[src/rtl/wb_stage_pkg.sv]
// Shared definitions for the writeback stage: core datapath width and the
// RV32 load funct3 encodings consumed by the load aligner.
package wb_stage_pkg;

  // Core-wide datapath width.
  localparam int CORE_XLEN = 32;

  // Load type encodings (funct3 of LOAD instructions).
  typedef enum logic [2:0] {
    F3_LB  = 3'b000,
    F3_LH  = 3'b001,
    F3_LW  = 3'b010,
    F3_LBU = 3'b100,
    F3_LHU = 3'b101
  } load_funct3_e;

endpackage : wb_stage_pkg

[src/rtl/wb_stage_load_align.sv]
// load_align: selects the addressed byte/halfword lane of an aligned load
// word and sign- or zero-extends it. Purely combinational; also used by the
// LSU misaligned-access checker.
module load_align
  import wb_stage_pkg::*;
#(
  parameter int XLEN = CORE_XLEN
) (
  input  logic [2:0]      funct3,
  input  logic [1:0]      byte_off,
  input  logic [XLEN-1:0] word,
  output logic [XLEN-1:0] data
);

  logic [7:0]  byte_sel;
  logic [15:0] half_sel;

  // Lane select and extension; halfword lane uses only byte_off[1] since
  // misaligned halfwords never reach this point.
  always_comb begin
    // NOTE: every output of a combinational block gets a default first so no
    // path leaves it unassigned and a latch can never be inferred.
    data     = word;
    byte_sel = word[{byte_off, 3'b000} +: 8];
    half_sel = word[{byte_off[1], 4'b0000} +: 16];
    case (funct3)
      F3_LB:   data = {{(XLEN-8){byte_sel[7]}}, byte_sel};
      F3_LBU:  data = {{(XLEN-8){1'b0}}, byte_sel};
      F3_LH:   data = {{(XLEN-16){half_sel[15]}}, half_sel};
      F3_LHU:  data = {{(XLEN-16){1'b0}}, half_sel};
      default: data = word;  // LW and undefined encodings pass the word through
    endcase
  end

endmodule : load_align

[src/rtl/wb_stage.sv]
// wb_stage: writeback stage of the rv32im core. Merges in-order pipeline
// results with out-of-band divider results onto the single regfile write
// port, with a starvation guard for the divider and a 64-bit instret counter.
module wb_stage
  import wb_stage_pkg::*;
#(
  parameter int XLEN         = CORE_XLEN,
  parameter int DIV_MAX_WAIT = 4   // must be >= 1
) (
  input  logic            clk_i,
  input  logic            rst_ni,
  // memory-stage entry
  input  logic            mem_valid_i,
  output logic            mem_ready_o,
  input  logic [4:0]      mem_rd_addr_i,
  input  logic            mem_rd_we_i,
  input  logic [XLEN-1:0] mem_result_i,
  input  logic            mem_is_load_i,
  input  logic [2:0]      mem_funct3_i,
  input  logic [1:0]      mem_byte_off_i,
  input  logic [XLEN-1:0] mem_load_data_i,
  // divider result
  input  logic            div_valid_i,
  output logic            div_ready_o,
  input  logic [4:0]      div_rd_addr_i,
  input  logic [XLEN-1:0] div_result_i,
  // regfile write port
  output logic [4:0]      rd_addr_o,
  output logic [XLEN-1:0] rd_data_o,
  output logic            rd_we_o,
  output logic [63:0]     instret_o
);

  localparam int WCW = $clog2(DIV_MAX_WAIT + 1);
  localparam logic [WCW-1:0] WAIT_MAX = WCW'(DIV_MAX_WAIT);

  logic [WCW-1:0]  wait_cnt;
  logic            div_force;
  logic            mem_xfer;
  logic            div_xfer;
  logic [XLEN-1:0] load_data;
  logic [XLEN-1:0] mem_data;

  load_align #(.XLEN(XLEN)) u_load_align (
    .funct3   (mem_funct3_i),
    .byte_off (mem_byte_off_i),
    .word     (mem_load_data_i),
    .data     (load_data)
  );

  // Arbitration: mem has priority until the divider has waited DIV_MAX_WAIT
  // cycles. With neither side valid both readies idle high; whenever any
  // valid is asserted exactly one ready is high.
  always_comb begin
    div_force   = div_valid_i && (wait_cnt >= WAIT_MAX);
    mem_ready_o = !div_valid_i || (mem_valid_i && !div_force);
    div_ready_o = !mem_valid_i || (div_valid_i && div_force);
    mem_xfer    = mem_valid_i && mem_ready_o;
    div_xfer    = div_valid_i && div_ready_o;
    mem_data    = mem_is_load_i ? load_data : mem_result_i;
  end

  // Starvation counter: counts cycles a pending divider result loses,
  // saturates at DIV_MAX_WAIT, clears when the divider result is taken.
  always_ff @(posedge clk_i or negedge rst_ni) begin
    if (!rst_ni) begin
      wait_cnt <= '0;
    end else if (div_xfer) begin
      // NOTE: state registers use non-blocking assignments so every flop
      // samples pre-edge values regardless of statement order.
      wait_cnt <= '0;
    end else if (div_valid_i && !div_ready_o && (wait_cnt < WAIT_MAX)) begin
      wait_cnt <= wait_cnt + 1'b1;
    end
  end

  // Output register: one cycle after a transfer; writes to x0 suppressed.
  // Address/data hold when nothing transfers, only the write enable drops.
  always_ff @(posedge clk_i or negedge rst_ni) begin
    if (!rst_ni) begin
      // NOTE: the output register is reset so the regfile sees a clean
      // no-write state immediately; a pending result is simply dropped.
      rd_addr_o <= '0;
      rd_data_o <= '0;
      rd_we_o   <= 1'b0;
    end else if (mem_xfer) begin
      rd_addr_o <= mem_rd_addr_i;
      rd_data_o <= mem_data;
      rd_we_o   <= mem_rd_we_i && (mem_rd_addr_i != 5'd0);
    end else if (div_xfer) begin
      rd_addr_o <= div_rd_addr_i;
      rd_data_o <= div_result_i;
      rd_we_o   <= (div_rd_addr_i != 5'd0);
    end else begin
      rd_we_o   <= 1'b0;
    end
  end

  // Retired-instruction counter: every mem transfer retires one instruction;
  // divider results belong to already-retired instructions.
  always_ff @(posedge clk_i or negedge rst_ni) begin
    if (!rst_ni) begin
      instret_o <= '0;
    end else if (mem_xfer) begin
      instret_o <= instret_o + 64'd1;
    end
  end

endmodule : wb_stage

[config.mk]
export PLATFORM = sky130hd
export DESIGN_NAME = wb_stage
export DESIGN_NICKNAME = d
export VERILOG_FILES = /design/src/rtl/wb_stage_pkg.sv /design/src/rtl/wb_stage_load_align.sv /design/src/rtl/wb_stage.sv
export SDC_FILE = /design/constraint.sdc
export NUM_CORES = 1
export LEC_CHECK = 0
export CAP_MARGIN = 10
export CORE_ASPECT_RATIO = 0.75
export CORE_MARGIN = 3
export CORE_UTILIZATION = 41
export DETAILED_ROUTE_END_ITERATION = 6
export PLACE_DENSITY = 0.76
export SLEW_MARGIN = 5
export SYNTH_ARGS = -nofsm -noshare
export SYNTH_HDL_FRONTEND = slang
export SYNTH_SLANG_ARGS = --single-unit
export TNS_END_PERCENT = 20
[constraint.sdc]
create_clock -name clk_i -period 6.25 [get_ports clk_i]
set_clock_uncertainty 0.2 [all_clocks]
set_input_delay 1.25 -clock clk_i [delete_from_list [all_inputs] [get_ports clk_i]]
set_output_delay 1.25 -clock clk_i [all_outputs]
set_load 0.01 [all_outputs]
# Yosys cells after proc, flatten, opt, wreduce, memory -nomap -nowiden
# Index checks and enable logic that the tools add are counted.
dict set report totals {
  word_cells 43
  input_bits 117
  regBits 105
  out_inout_bits 104
}
dict set report classes {
  add_sub_neg 2
  reduce_logical 19
  n_shift 2
  n_eq_ne 3
  n_lt_le_gt_ge 2
  n_mux 10
}
# operator n
set ops {}
lappend ops {{$pmux 32 s4} 1}
lappend ops {{$mux 32} 3}
lappend ops {{$add 64x1->64 const B} 1}
lappend ops {{$shiftx 32x6->16} 1}
lappend ops {{$shiftx 32x6->8} 1}
lappend ops {{$mux 5} 2}
lappend ops {{$reduce_bool 5->1} 2}
lappend ops {{$logic_and 1x1->1} 8}
lappend ops {{$eq 3x3->1 const B} 2}
lappend ops {{$mux 3} 2}
lappend ops {{$logic_not 1->1} 4}
lappend ops {{$reduce_bool 2->1} 2}
lappend ops {{$add 3x1->3 const B} 1}
lappend ops {{$eq 3x1->1 const B} 1}
lappend ops {{$ge 3x3->1 const B} 1}
lappend ops {{$logic_not 3->1} 1}
lappend ops {{$lt 3x3->1 const B} 1}
lappend ops {{$logic_or 1x1->1} 2}
lappend ops {{$mux 1} 2}

# Logic depth before layout (Yosys ltp)
# Gate-level depths: netlist of the first run.
dict set report depth {
  ltp_word 9
  mapped_depth 7
  depth_no_buf 6
}

# Cells and area by module
# Synthesis of the first run repeated with hierarchy kept, for this count alone.
dict set report unflattened {
  hier_cells 650
  area_unflattened_um2 5926.9
}
# module n_inst seq_area_each_um2 area_per_inst_um2 cells_each
set modules_own_cells {}
lappend modules_own_cells {wb_stage 1 2627.5 5298.8 541}
lappend modules_own_cells {load_align 1 0.0 628.1 109}

# Worst setup path after synthesis of the first run
# No wires, ideal clock.
dict set report synth_timing {
  path_kind {input to output}
  start {in div_valid_i}
  end {out mem_ready_o}
  setup_slack_ns 2.687
  cell_stages 5
  n_path_buf 3
  arrival_time_ns 2.113
  required_time_ns 4.800
  path_cell_list {buf_2 > and2_1 > clkbuf_1 > inv_1 > buf_1}
}
dict set report synth_between {
  elab_chain_cells 4
  word_cells_on_any_way 5
  cone_classes {5 x reduce/logical}
}
# item line_no
set synth_lines {}
lappend synth_lines {{start: declaration} wb_stage.sv:23} ;# input logic div_valid_i,
lappend synth_lines {{$logic_and 1x1->1} wb_stage.sv:55} ;# div_force = div_valid_i && (wait_cnt >= WAIT_MAX);
lappend synth_lines {{$logic_not 1->1} wb_stage.sv:56} ;# mem_ready_o = !div_valid_i || (mem_valid_i && !div_force);
lappend synth_lines {{$logic_and 1x1->1} wb_stage.sv:56}
lappend synth_lines {{$logic_or 1x1->1 *} wb_stage.sv:56}
lappend synth_lines {{end: declaration} wb_stage.sv:14} ;# output logic mem_ready_o,
# Mark *: on every way between the ends. The rest lies on a longest branch, timed or not.

# Worst setup path in the final report of the first run
dict set report layout_timing {
  start {in mem_valid_i}
  end {out mem_ready_o}
}
dict set report layout_between {
  elab_chain_cells 2
}
# item line_no
set layout_lines {}
lappend layout_lines {{start: declaration} wb_stage.sv:13} ;# input logic mem_valid_i,
lappend layout_lines {{$logic_and 1x1->1} wb_stage.sv:56}
lappend layout_lines {{$logic_or 1x1->1} wb_stage.sv:56}
# Every way passes these cells.

==> impl_metrics.env, run 1 <==
export IMPL_synth_top_area_share=0.475
export IMPL_htreeDepth=3
export IMPL_antenna_found_initial=0
export IMPL_worst_setup_path_end_kind="output pin"
export IMPL_root_buffer="clkbuf_16"
export IMPL_drive_gt1_frac=0.0619
export IMPL_core_um2=13100
export IMPL_leakage_nw=3.39
export IMPL_arrival_ps=3690
export IMPL_layout_nets=906
export IMPL_routedWlPerCell_um=19.2
export IMPL_postRouteWirelength_um=18400
export IMPL_n_antenna_cell=0
export IMPL_io_pin_count=221
export IMPL_cts_num_sinks=105
export IMPL_tightest_slew_ps=1120
export IMPL_area_growth_syn_to_layout_pct=48.0
export IMPL_drt_pre_antenna_iters=5
export IMPL_final_hold_viol_count=0
export IMPL_cap_violations=0
export IMPL_cts_buffers=9
export IMPL_clk_latency_ps=340
export IMPL_cp_start_kind="input pin"
export IMPL_syn_nets=697
export IMPL_post_route_min_period_ps=5140
export IMPL_cts_buffer_depth=2
export IMPL_post_dp_hpwl_um=14200
export IMPL_combPwrFrac=0.223
export IMPL_path_clk_slew_ps=70
export IMPL_die_height_um=107
export IMPL_grtUsageTotal=0.246
export IMPL_overflow=0
export IMPL_whs_ps=284
export IMPL_placed_area_um2=7880
export IMPL_synth_seq_area_share=0.475
export IMPL_relSlewSlack=0.248
export IMPL_pwr_share_seq=0.448
export IMPL_n_fill_cell=1120
export IMPL_grt_start_max_net_pins=56
export IMPL_peakVddDrop_mv=0.192
export IMPL_drtAntennaViolNets=0
export IMPL_required_ps=4800
export IMPL_fin_area_um2=8180
export IMPL_grt_pass1_vias=5349
export IMPL_maxSlewViolCount=0
export IMPL_post_cts_buffers=0
export IMPL_synth_edff_count=0
export IMPL_finalSetupViolations=0
export IMPL_place_congestion=0.936
export IMPL_synth_area_leaders="dfrtp_1 (48%), xnor2_1 (7.0%), nand2_1 (5.8%)"
export IMPL_p_int_mw=1.26
export IMPL_synthFlopType="dfrtp_1"
export IMPL_p_clk_frac=0.329
export IMPL_synth_avg_cell_area_um2=9.56
export IMPL_switching_share=0.284
export IMPL_worstPathMaxFanout=16
export IMPL_hp_class="register to register"
export IMPL_final_common_cell="clkdlybuf4s50_1"
export IMPL_rsz0062_at_grt="no"
export IMPL_period_share=0.822
export IMPL_drc=0
export IMPL_synth_area_leader_cell="dfrtp_1"
export IMPL_ys_types=48
export IMPL_initial_core_util=0.423
export IMPL_worstSetupPathType="input pin to output pin"
export IMPL_die_area_um2=14900
export IMPL_vias=5397
export IMPL_timing_fmax_mhz=195
export IMPL_drt_iter0_drc=509
export IMPL_place_ws_ps=1120
export IMPL_power_density_nw_per_um2=216
export IMPL_final_cell_mix="clkdlybuf4s50_1 (219), dfrtp_1 (105), nand2_1 (86)"
export IMPL_cts_resized=0
export IMPL_portBuffers=220
export IMPL_ys_ff_latch=105
export IMPL_grt_pass1_wl_um=29300
export IMPL_die_x_um=140
export IMPL_p_sw_uw=502
export IMPL_holdBufCountCts=0
export IMPL_status="completed"
export IMPL_setup_tns_ps=0
export IMPL_synthCells=578
export IMPL_tritoncts="done"
export IMPL_async_flop_share=1.00
export IMPL_num_rows=36
export IMPL_timing_final_ws_setup_ps=1110
export IMPL_yosys_warnings=0
export IMPL_drt_vias_per_instance=5.61
export IMPL_syn_area_um2=5530
## registers in the layout (all words and copies together) (netlist names)
signal / cells
instret_o: 64
rd_we_o: 1
rd_addr_o: 5
wait_cnt: 3
rd_data_o: 32
## cells in the mapped netlist, types with 4 or more instances
master      n
mux2_2      9
buf_2       5
and4_1      6
and3_1      8
a222oi_1    5
nand3b_1    4
nand4_1    23
dfrtp_1   105
nand2b_1    5
nor3_1      8
nand2_1    86
a21oi_1    21
a22oi_1     9
xnor2_1    44
nor2_1     30
nand3_1    35
o21ai_0    34
buf_1       4
clkbuf_1   20
o22ai_1    23
a221o_1    13
xor2_1     19
and2_1      4
inv_1      15
nor4_1      5
## layout make-up
class | instances | area [µm²] | share of cell area
Clock buffer | 9 | 225 | 0.0275
Clock inverter | 6 | 75.1 | 0.00918
Inverter | 15 | 56.3 | 0.00688
Multi-Input combinational cell | 429 | 2730 | 0.334
Sequential cell | 105 | 2630 | 0.321
Tap cell | 171 | 214 | 0.0262
Timing Repair Buffer | 227 | 2250 | 0.275
## stage by stage
stage / utilization / cells / total power [mW]
2_1_floorplan: - / 578 / 0.945
3_3_place_gp: 0.603 / 947 / 1.18
3_5_place_dp: 0.603 / 947 / 1.19
4_1_cts: 0.626 / 962 / 1.78
5_1_grt: 0.626 / 962 / 1.84
6_report: 0.626 / 962 / 1.76
## power by group through the flow
stage | registers, mW | clock network, mW | logic, mW
2_1_floorplan | 0.814 | 0 | 0.131
3_3_place_gp | 0.799 | 0 | 0.382
3_5_place_dp | 0.803 | 0 | 0.391
4_1_cts | 0.790 | 0.595 | 0.394
5_1_grt | 0.799 | 0.621 | 0.423
6_report | 0.790 | 0.580 | 0.393
## final timing paths
check                                   from            end  slack [ps]  depth (start not counted)
worst min register to register  rd_data_o[8]   rd_data_o[8]         280                          2
max in group asynchronous             rst_ni   rd_data_o[0]        3960                          2
worst max-delay path             mem_valid_i    mem_ready_o        1110                          5
worst max register to register  instret_o[3]  instret_o[53]        3620                          5
worst min-delay path            rd_data_o[8]   rd_data_o[8]         280                          2
min in group asynchronous             rst_ni  instret_o[62]         750                          1
## cells by family after synthesis
| logic type | synth area share |
|---|---|
| AO/OA/AOI/OAI | 0.140 |
| XOR/XNOR | 0.0998 |
| adder cells (fa/ha/maj) | 0.00453 |
| buffers and inverters | 0.0310 |
| flip-flops | 0.475 |
| multiplexers | 0.0224 |
| AND/OR/NAND/NOR | 0.227 |
## worst max-delay path, cell delays in order
cell and delay [ps]:
clkdlybuf4s50_1 650, nand2b_1 450, and2_1 650, inv_1 150, clkdlybuf4s50_1 520
## routing by layer
layer | track usage | vias up | wire length (µm)
met5 | 0 | - | 0
met3 | 0.0387 | 27 | 979
met4 | 0.0602 | 0 | 351
met1 | 0.362 | 2649 | 8590
li1 | - | 2507 | -
met2 | 0.382 | 214 | 8510
Power figures use the tool's default switching activity.
==> inputs of run 2 (changes only) <==
Clock period 6.25 ns to 5.3 ns, I/O delays scaled along.
==> impl_metrics.env, run 2 (synthesis results as in run 1) <==
export IMPL_status="completed"
export IMPL_tritoncts="done"
export IMPL_relSlewSlack=0.355
export IMPL_path_buf_inv=4
export IMPL_htreeDepth=3
export IMPL_clk_latency_ps=350
export IMPL_leakage_nw=3.42
export IMPL_peakVddDrop_mv=0.193
export IMPL_area_growth_syn_to_layout_pct=48.4
export IMPL_grtUsageTotal=0.249
export IMPL_holdBufCountCts=0
export IMPL_drive_gt1_frac=0.0667
export IMPL_max_stage_delay_ps=690
export IMPL_n_fill_cell=1085
export IMPL_layout_nets=909
export IMPL_cp_start_kind="input pin"
export IMPL_die_area_um2=14900
export IMPL_required_ps=4040
export IMPL_die_x_um=140
export IMPL_drt_iter0_drc=476
export IMPL_portBuffers=220
export IMPL_post_route_min_period_ps=4600
export IMPL_worst_setup_path_end_kind="output pin"
export IMPL_worstSetupPathType="input pin to output pin"
export IMPL_final_hold_viol_count=0
export IMPL_post_dp_hpwl_um=14300
export IMPL_postRouteWirelength_um=18700
export IMPL_fin_util=0.628
export IMPL_largest_register="instret_o"
export IMPL_routedWlPerCell_um=19.4
export IMPL_largest_reg_flops=64
export IMPL_grt_pass1_vias=5307
export IMPL_worstPathMaxFanout=16
export IMPL_cts_buffers=9
export IMPL_critPathMostFrequentCell="clkdlybuf4s50_1"
export IMPL_cts_buffer_depth=2
export IMPL_cap_violations=0
export IMPL_cts_num_sinks=105
export IMPL_antenna_found_initial=0
export IMPL_n_antenna_cell=0
export IMPL_hp_class="register to register"
export IMPL_critical_path_top_delay_family="buffers and inverters"
export IMPL_tightest_slew_ps=968
export IMPL_io_pin_count=221
export IMPL_drc=0
export IMPL_post_cts_buffers=0
export IMPL_drtAntennaViolNets=0
export IMPL_path_clk_slew_ps=70
export IMPL_finalSetupViolations=0
export IMPL_drt_pre_antenna_iters=6
export IMPL_root_buffer="clkbuf_16"
export IMPL_power_density_nw_per_um2=254
export IMPL_period_share=0.868
export IMPL_slowest_stage="and2_1"
export IMPL_setup_tns_ps=0
export IMPL_die_height_um=107
export IMPL_overflow=0
export IMPL_crit_chain="clkdlybuf4s50_1, buf_4, nand2b_1, and2_1, inv_1, clkdlybuf4s50_1"
export IMPL_place_congestion=0.924
export IMPL_cts_resized=0
export IMPL_vias=5413
export IMPL_rsz0062_at_grt="no"
export IMPL_initial_core_util=0.423
export IMPL_num_rows=36
export IMPL_reg_largest_list="instret_o: 64 flops, rd_data_o: 32 flops, rd_addr_o: 5 flops"
export IMPL_arrival_ps=3340
export IMPL_maxSlewViolCount=0
export IMPL_core_um2=13100
export IMPL_final_common_cell="clkdlybuf4s50_1"
export IMPL_timing_fmax_mhz=217
export IMPL_final_cell_mix="clkdlybuf4s50_1 (219), dfrtp_1 (105), nand2_1 (86)"
export IMPL_whs_ps=283
export IMPL_drt_vias_per_instance=5.60
export IMPL_total_power_mw=2.08
export IMPL_grt_pass1_wl_um=29400
export IMPL_grt_start_max_net_pins=75
run 2: changes by cell type in the layout (fill, tap and decap cells not counted), sizes merged:
cell      delta
clkinv       +2
buf          +3
clkinvlp     -1
run 2: through the flow:
step                std cells  setup WS (ps)  instance area [µm²]
floorplan                 578           2120                 5530
global placement          950            770                 7900
detailed placement        950            722                 7900
CTS                       966            706                 8200
global route              966            541                 8200
finish                    966            698                 8200
run 2: area by class of cell:
type / count / area, µm² / area share
Clock buffer: 9 / 225 / 0.0275
Clock inverter: 7 / 77.6 / 0.00946
Inverter: 15 / 56.3 / 0.00686
Multi-Input combinational cell: 429 / 2730 / 0.333
Sequential cell: 105 / 2630 / 0.320
Tap cell: 171 / 214 / 0.0261
Timing Repair Buffer: 230 / 2270 / 0.277
run 2: worst register-to-register path, cell delays in order, from the launching register on:
cell and delay (ps):
dfrtp_1 480, nand4_2 200, or4_4 610, nor4_4 580, nand4_1 230, xnor2_1 180
run 2: routing by layer:
metal / global-route usage / wire length (µm) / part of all wire / vias up
met4: 0.0705 / 454 / 0.024 / 0
li1: - / - / - / 2520
met3: 0.0486 / 1130 / 0.060 / 36
met5: 0 / 0 / 0 / -
met2: 0.387 / 8610 / 0.46 / 210
met1: 0.357 / 8510 / 0.45 / 2647
run 2: path summary, 6_finish.rpt:
kind / startpoint / to / slack [ps] / cells past startpoint
max: mem_valid_i / mem_ready_o / 700 / 6
min: rd_data_o[10] / rd_data_o[10] / 280 / 2
max reg2reg: instret_o[3] / instret_o[53] / 2710 / 5
min reg2reg: rd_data_o[10] / rd_data_o[10] / 280 / 2
max in group asynchronous: rst_ni / rd_addr_o[4] / 3240 / 2
min in group asynchronous: rst_ni / instret_o[59] / 660 / 1
run 2: power breakdown:
group	internal [mW]	leakage [nW]	switching, mW	total, mW
Clock	0.372	0.152	0.315	0.686
Sequential	0.863	1.36	0.0695	0.932
Combinational	0.255	1.91	0.207	0.462
Total	1.49	3.42	0.591	2.08
==> inputs of run 3 (changes only) <==
Settings changed: GPL_ROUTABILITY_DRIVEN from default to 1, MAX_ROUTING_LAYER from default to met4.
==> impl_metrics.env, run 3 (synthesis results as in run 1) <==
export IMPL_hp_class="register to register"
export IMPL_drt_pre_antenna_iters=7
export IMPL_antenna_found_initial=0
export IMPL_grtUsageTotal=0.259
export IMPL_n_fill_cell=1084
export IMPL_relSlewSlack=0.344
export IMPL_post_dp_hpwl_um=14600
export IMPL_overflow=0
export IMPL_arrival_ps=3370
export IMPL_cts_num_sinks=105
export IMPL_grt_pass1_vias=5519
export IMPL_tightest_slew_ps=980
export IMPL_tritoncts="done"
export IMPL_n_antenna_cell=0
export IMPL_die_area_um2=14900
export IMPL_drtAntennaViolNets=0
export IMPL_power_density_nw_per_um2=255
export IMPL_setup_tns_ps=0
export IMPL_min_path_cells=2
export IMPL_final_cell_mix="clkdlybuf4s50_1 (219), dfrtp_1 (105), nand2_1 (86)"
export IMPL_status="finished, violations left"
export IMPL_max_stage_delay_ps=710
export IMPL_p_sw_uw=599
export IMPL_postRouteWirelength_um=18800
export IMPL_p_clk_frac=0.334
export IMPL_root_buffer="clkbuf_16"
export IMPL_final_common_cell="clkdlybuf4s50_1"
export IMPL_path_clk_slew_ps=70
export IMPL_grt_pass1_wl_um=29900
export IMPL_area_growth_syn_to_layout_pct=48.6
export IMPL_die_height_um=107
export IMPL_holdBufCountCts=0
export IMPL_cts_buffers=9
export IMPL_drc=3
export IMPL_htreeDepth=3
export IMPL_initial_core_util=0.423
export IMPL_post_cts_buffers=0
export IMPL_core_um2=13100
export IMPL_routedWlPerCell_um=19.4
export IMPL_post_route_min_period_ps=4630
export IMPL_portBuffers=220
export IMPL_place_congestion=0.885
export IMPL_largest_reg_flops=64
export IMPL_whs_ps=280
export IMPL_combPwrFrac=0.221
export IMPL_pwr_share_seq=0.445
export IMPL_drive_gt1_frac=0.0667
export IMPL_critPathMostFrequentCell="clkdlybuf4s50_1"
export IMPL_io_pin_count=221
export IMPL_crit_chain="clkdlybuf4s50_1, buf_4, nand2b_1, and2_1, inv_1, clkdlybuf4s50_1"
export IMPL_cts_resized=0
export IMPL_drt_vias_per_instance=5.62
export IMPL_required_ps=4040
export IMPL_clk_latency_ps=340
export IMPL_worst_setup_path_end_kind="output pin"
export IMPL_worstSetupPathType="input pin to output pin"
export IMPL_drt_iter0_drc=394
export IMPL_vias=5425
export IMPL_maxSlewViolCount=0
export IMPL_cp_start_kind="input pin"
export IMPL_period_share=0.873
export IMPL_reg_largest_list="instret_o: 64 flops, rd_data_o: 32 flops, rd_addr_o: 5 flops"
export IMPL_die_x_um=140
export IMPL_finalSetupViolations=0
export IMPL_num_rows=36
export IMPL_violations="design-rule violations"
export IMPL_layout_nets=909
export IMPL_rsz0062_at_grt="no"
export IMPL_switching_share=0.286
export IMPL_largest_register="instret_o"
export IMPL_cap_violations=0
export IMPL_slowest_stage="and2_1"
export IMPL_peakVddDrop_mv=0.220
export IMPL_timing_fmax_mhz=216
export IMPL_leakage_nw=3.41
export IMPL_worstPathMaxFanout=16
export IMPL_grt_start_max_net_pins=72
export IMPL_p_int_mw=1.49
export IMPL_cts_buffer_depth=2
export IMPL_r2r_cells=5
export IMPL_final_hold_viol_count=0
## run 3: changes by cell type in the layout (fill, tap and decap cells not counted)
| cell | change |
|---|---|
| clkinv_8 | +1 |
| clkinv_4 | -2 |
| clkinvlp_4 | +3 |
| clkinv_2 | -2 |
## run 3: cell type report
cell class / instances / area (µm²) / share of cell area
clock buffers: 9 / 225 / 0.0274
multi-input cells: 429 / 2730 / 0.332
repair buffers: 230 / 2270 / 0.277
well taps: 171 / 214 / 0.0260
inverters: 15 / 56.3 / 0.00685
flip-flops and latches: 105 / 2630 / 0.320
clock inverters: 7 / 88.8 / 0.0108
## run 3: path summary, 6_finish.rpt
kind	start	end	slack, ps
worst max register to register	instret_o[3]	instret_o[27]	2710
worst min register to register	rd_data_o[14]	rd_data_o[14]	280
min in group asynchronous	rst_ni	instret_o[63]	650
worst min-delay path	rd_data_o[14]	rd_data_o[14]	280
worst max-delay path	mem_valid_i	mem_ready_o	670
max in group asynchronous	rst_ni	instret_o[19]	3250
## run 3: worst max-delay path: cells and delay by family
kind | cells | cell delay [ps]
buf+inv | 4 | 1250
simple gates | 2 | 1050
## run 3: power groups by stage
stage                     logic, mW  clock network [mW]  registers, mW
after CTS                     0.464               0.715          0.933
after detailed placement      0.462                   0          0.949
after floorplan               0.155                   0          0.960
final                         0.462               0.698          0.932
after global placement        0.452                   0          0.943
after global routing          0.499               0.749          0.944
## run 3: metal layers
| metal | wire, µm | track usage | up-vias | part of all wire |
|---|---|---|---|---|
| met3 | 1170 | 0.0378 | 32 | 0.063 |
| li1 | - | - | 2518 | - |
| met2 | 8760 | 0.395 | 230 | 0.47 |
| met4 | 435 | 0.0712 | 0 | 0.023 |
| met5 | 0 | - | - | 0 |
| met1 | 8390 | 0.364 | 2645 | 0.45 |
## run 3: through the flow
step	total power, mW	utilization	instance area, µm²	worst slack, ps	cells
2_1_floorplan	1.11	-	5530	2120	578
5_1_grt	2.19	0.629	8220	527	966
3_3_place_gp	1.40	0.605	7900	745	950
3_5_place_dp	1.41	0.605	7900	665	950
4_1_cts	2.11	0.629	8220	677	966
6_report	2.09	0.629	8220	674	966
